[src/rtl/tree_sum_accumulator.sv]
`default_nettype none
// +--------------------------------------------------------------------------+
// | Module   : tree_sum_accumulator                                          |
// | Brief    : Collects BLOCK_LEN adder-tree sums; reports total, mean, max. |
// | Revision : 1.0 - initial release                                         |
// +--------------------------------------------------------------------------+

module tree_sum_accumulator #(
    parameter int unsigned IN_W     = 10,
    parameter int unsigned LOG2_LEN = 2
) (
    input  logic                     clk,
    input  logic                     rst_n,
    input  logic                     clear,
    input  logic                     in_valid,
    output logic                     in_ready,
    input  logic [IN_W-1:0]          in_sum,
    output logic                     out_valid,
    input  logic                     out_ready,
    output logic [IN_W+LOG2_LEN-1:0] out_total,
    output logic [IN_W-1:0]          out_mean,
    output logic [IN_W-1:0]          out_max
);

    localparam int unsigned BLOCK_LEN = 2 ** LOG2_LEN;
    localparam int unsigned c_acc_w   = IN_W + LOG2_LEN;
    localparam logic [LOG2_LEN-1:0] c_cnt_last = LOG2_LEN'(BLOCK_LEN - 1);

    typedef enum logic [0:0] {
        ST_ACCUM = 1'b0,
        ST_HOLD  = 1'b1
    } state_t;

    state_t               r_state;
    state_t               w_state_nxt;
    logic [c_acc_w-1:0]   r_acc;
    logic [IN_W-1:0]      r_max;
    logic [LOG2_LEN-1:0]  r_cnt;
    logic [c_acc_w-1:0]   r_total;
    logic [IN_W-1:0]      r_mean;
    logic [IN_W-1:0]      r_max_out;

    logic                 w_accept;
    logic                 w_last;
    logic [c_acc_w-1:0]   w_sum;
    logic [IN_W-1:0]      w_max_upd;

    // Accumulator carries LOG2_LEN guard bits, so this add never wraps.
    assign w_sum     = r_acc + c_acc_w'(in_sum);
    assign w_max_upd = (in_sum > r_max) ? in_sum : r_max;

    always_ff @(posedge clk or negedge rst_n) begin
        if (!rst_n) begin
            r_state <= ST_ACCUM;
        end else begin
            r_state <= w_state_nxt;
        end
    end

    always_comb begin
        w_state_nxt = r_state;
        w_accept    = 1'b0;
        w_last      = 1'b0;
        case (r_state)
            ST_ACCUM: begin
                w_accept = in_valid;
                w_last   = in_valid && (r_cnt == c_cnt_last);
                if (w_last) begin
                    w_state_nxt = ST_HOLD;
                end
            end
            ST_HOLD: begin
                if (out_ready) begin
                    w_state_nxt = ST_ACCUM;
                end
            end
            default: w_state_nxt = ST_ACCUM;
        endcase
        // clear aborts the block and discards any pending result
        if (clear) begin
            w_state_nxt = ST_ACCUM;
        end
    end

    always_ff @(posedge clk or negedge rst_n) begin
        if (!rst_n) begin
            r_acc     <= '0;
            r_max     <= '0;
            r_cnt     <= '0;
            r_total   <= '0;
            r_mean    <= '0;
            r_max_out <= '0;
        end else if (clear) begin
            r_acc <= '0;
            r_max <= '0;
            r_cnt <= '0;
        end else if (w_last) begin
            r_total   <= w_sum;
            r_mean    <= w_sum[c_acc_w-1:LOG2_LEN];
            r_max_out <= w_max_upd;
            r_acc     <= '0;
            r_max     <= '0;
            r_cnt     <= '0;
        end else if (w_accept) begin
            r_acc <= w_sum;
            r_max <= w_max_upd;
            r_cnt <= r_cnt + 1'b1;
        end
    end

    // Handshake outputs depend on the state register alone.
    assign in_ready  = (r_state == ST_ACCUM);
    assign out_valid = (r_state == ST_HOLD);
    assign out_total = r_total;
    assign out_mean  = r_mean;
    assign out_max   = r_max_out;

endmodule

`default_nettype wire
[config.mk]
export PLATFORM = sky130hd
export DESIGN_NAME = tree_sum_accumulator
export DESIGN_NICKNAME = d
export VERILOG_FILES = /design/src/rtl/tree_sum_accumulator.sv
export SDC_FILE = /design/constraint.sdc
export NUM_CORES = 1
export LEC_CHECK = 0
export ABC_AREA = 0
export BUFFER_PORTS_ARGS = -buffer_cell sky130_fd_sc_hd__buf_2
export CORE_MARGIN = 2
export CORE_UTILIZATION = 40
export DETAILED_ROUTE_END_ITERATION = 10
export SYNTH_ARGS = -nofsm -noshare
export SYNTH_HDL_FRONTEND = slang
export SYNTH_SLANG_ARGS = --single-unit
export TNS_END_PERCENT = 10
[constraint.sdc]
create_clock -name clk -period 4.5 [get_ports clk]
set_clock_uncertainty 0.15 [all_clocks]
set_input_delay 0.45 -clock clk [delete_from_list [all_inputs] [get_ports clk]]
set_output_delay 0.45 -clock clk [all_outputs]
set_load 0.03 [all_outputs]
==> impl_metrics.csv <==
group,metric,value,unit
outcome,status,"complete, no violations",
die,initial_utilization,41.89,%
die,die-area,7397,um^2
power,p_leak,1.522,nW
synth,cells_after_synth,275,
flow_run,max_cap_violations,0,
worst_setup_path,crit_path_cell_trace,"inv_1, ha_1, nand2_1, o21ai_0, a2111oi_2, nor2_2, o21ai_4, a22o_1",
grt,grt_util_all_layers,16.92,%
worst_setup_path,critical_path.n_buffers_inverters,1,
synth,synth_sequential_area_ratio,43.72,%
sta,grt_setup_unrepaired,"no",
worst_setup_path,setup.worst_path.end_class,"flop",
placement,placement.io_buffers,48,
cells_and_area,final.fill_count,611,
synth,synth_simple_gate_area_share,12.47,%
cells_and_area,multi_input_area,1340,um^2
power,total_power,1.242,mW
synth,synthDominantAreaCellType,"sky130_fd_sc_hd__dfrtp_1",
synth,synth-warning-count,0,
synth,xor_xnor_cell_area_share_of_the_yosys_netlist,2.279,%
synth,fraction_of_the_mapped_netlist_area_in_compound_gates,20.09,%
grt,final_global_route_overflow_total,0,
synth,synth_area_per_cell,9.782,um^2
synth,syn_nets,312,
sta,final-hold-violation-count,0,
power,power_per_cell_area,410.1,nW/um^2
die,chipHeight,86.01,um
synth,synth_top_family_by_area,"compound AO/OA/AOI/OAI gates",
worst_setup_path,timing.critical_path.arrival,2.57,ns
clocking,clock_insertion_delay_worst_skew,0.30,ns
drt,final_antenna_net_count,0,
clocking,clk_pin_slew,0.09,ns
clocking,h_tree_levels,2,
worst_setup_path,worst-endpoint-required,4.54,ns
cells_and_area,ff_latch_area,1176,um^2
worst_setup_path,cell_family_with_the_largest_share_of_critical_path_delay,"simple AND/OR/NAND/NOR gates",
cells_and_area,syn2layout_area_growth,12.56,%
worst_hold_path,hold_path_class,"in -> reg",
drt,via_count,2076,
drt,drt_iter0_drc,152,
synth,synth_area_in_adders,10.51,%
drt,routed_wire_length_per_instance,14.45,um
die,fp-row-count,29,
sta,fin_worst_hold_slack,0.1519,ns
die,ios,49,
cells_and_area,antenna_cells,0,
drt,avgViaCountPerCell,5.296,
worst_setup_path,criticalPathCategory,"reg -> reg",
worst_setup_path,critical-path-slowest-cell,"sky130_fd_sc_hd__nor2_2",
die,core_area,6422,um^2
power,max-vdd-ir-drop,164.4,uV
drt,post-route-drc-count,0,
cells_and_area,leading_cell_type_in_the_layout_fill_and_taps_excluded,"sky130_fd_sc_hd__buf_2",
drt,drt_wl_total,5665,um
clocking,tritoncts,"yes",
grt,grt_start_max_net_pins,48,
synth,yosys-mux-area-fraction,4.465,%
worst_setup_path,cp_slowest_stage_delay,0.67,ns
clocking,cts_made_buffers,5,
clocking,post_cts_resize_count,0,
sta,final_min_period_over_clock_period,56.16,%
drt,firstDrtPassIters,4,
clocking,cts_hold_buffers,0,
synth,mappedNetlistArea,2690,um^2
sta,max-slew-margin-rel,29.09,%
synth,yosys_register_bits,47,
sta,worst_slew_pin_slew,1.064,ns
sta,setup_viol,0,
sta,setup_tns_final,0,ns
cells_and_area,fin_nets,351,
cells_and_area,drive_above_1_share,21.90,%
cells_and_area,layout_common_cells,"sky130_fd_sc_hd__buf_2, sky130_fd_sc_hd__dfrtp_1, sky130_fd_sc_hd__nand2_1, sky130_fd_sc_hd__o21ai_0, sky130_fd_sc_hd__ha_1",
sta,fmax,395.7,MHz
clocking,cts.path.max_buffers,2,
clocking,cts.sink_count,47,
worst_setup_path,crit_fanout,11,
die,chipWidth,86.01,um
synth,synth_top_cell_area_share,43.72,%
synth,ys_types,46,
clocking,setup_fix_buffers_added_after_clock_tree_synthesis,0,
placement,gpl.final_weighted_congestion,0.7678,
synth,top_post_synthesis_cells_by_area,"sky130_fd_sc_hd__dfrtp_1, sky130_fd_sc_hd__ha_1, sky130_fd_sc_hd__nand2_1",
grt,initial_antenna_violation_count,0,
clocking,cts.root.buffer_cell,"sky130_fd_sc_hd__clkbuf_8",
grt,global_route_wire_length_before_repair,9770,um
worst_setup_path,critPathLaunchType,"flop",
sta,fin_crit,2.527,ns
sta,maxSlewViolCount,0,
grt,first_global_vias,2008,
placement,place.detailed.hpwl,4180,um
cells_and_area,final_core_util,47.15,%
==> final timing paths <==
kind | from | endpoint | slack [ns] | cells after the start
setup / recovery | r_max[9] | r_max[8] | 1.97 | 8
hold / removal | out_ready | out_valid | 0.15 | 2
setup reg to reg | r_max[9] | r_max[8] | 1.97 | 8
hold reg to reg | out_max[9] | out_max[9] | 0.33 | 2
max in group asynchronous | rst_n | r_acc[5] | 3.36 | 1
min in group asynchronous | rst_n | out_max[4] | 0.17 | 1
==> logic make-up (layout without fill, tap and decap cells) <==
| kind of cell | after synthesis | count (layout) |
|---|---|---|
| xor+xnor | 7 | 7 |
| simple gates | 71 | 71 |
| mux | 12 | 12 |
| compound gates | 82 | 82 |
| fa+ha+maj | 22 | 22 |
| flops | 47 | 47 |
| buf+inv | 34 | 74 |
==> power by group <==
group	internal (mW)	switching, mW
Clock	0.140	0.145
Sequential	0.482	0.0395
Combinational	0.152	0.283
==> per-stage QoR <==
stage          area, um^2  worst slack [ns]  instances
6_report             3028             1.973        392
5_1_grt              3028             1.746        392
4_1_cts              3028             1.974        392
3_5_place_dp         2924             1.844        384
3_3_place_gp         2924             1.851        384
2_1_floorplan        2690             2.207        275
==> registers in the layout (all words and copies together) (netlist names) <==
register and flops:
out_max 10, out_total 12, out_valid 1, r_acc 12, r_cnt 2, r_max 10
==> area by class of cell <==
type | instances | area share, %
clock inverter | 1 | 0.2479
tap | 77 | 3.182
clock buffer | 7 | 3.182
inverter | 17 | 2.107
timing repair buffer | 49 | 8.182
sequential | 47 | 38.84
multi-input combinational | 194 | 44.26
==> cells in the mapped netlist (all sizes together) <==
| cell | number |
|---|---|
| dfrtp | 47 |
| o211ai | 2 |
| mux2i | 12 |
| a21oi | 14 |
| and2 | 2 |
| a22o | 12 |
| clkbuf | 5 |
| nand4 | 4 |
| nor3 | 6 |
| inv | 17 |
| a32o | 1 |
| o22ai | 1 |
| or2b | 1 |
| nor3b | 1 |
| ha | 21 |
| o21ai | 35 |
| a31oi | 2 |
| buf | 12 |
| xor2 | 2 |
| a31o | 1 |
| nor2b | 1 |
| o21a | 2 |
| o31a | 1 |
| a21o | 3 |
| or3 | 2 |
| nand3 | 1 |
| nor2 | 11 |
| a211oi | 2 |
| fa | 1 |
| xnor2 | 5 |
| nand2 | 39 |
| a2111oi | 1 |
| nand2b | 3 |
| o31ai | 5 |
==> metal layers <==
| layer | part of all wire (%) | vias to the layer above | global-route usage, % |
|---|---|---|---|
| met5 | 0 | - | 0 |
| met4 | 1.3 | 0 | 4.762 |
| met3 | 3.8 | 6 | 2.887 |
| met2 | 46 | 52 | 26.64 |
| met1 | 49 | 973 | 24.01 |
| li1 | - | 1045 | - |
No activity file was read; power rests on OpenSTA's default activity.
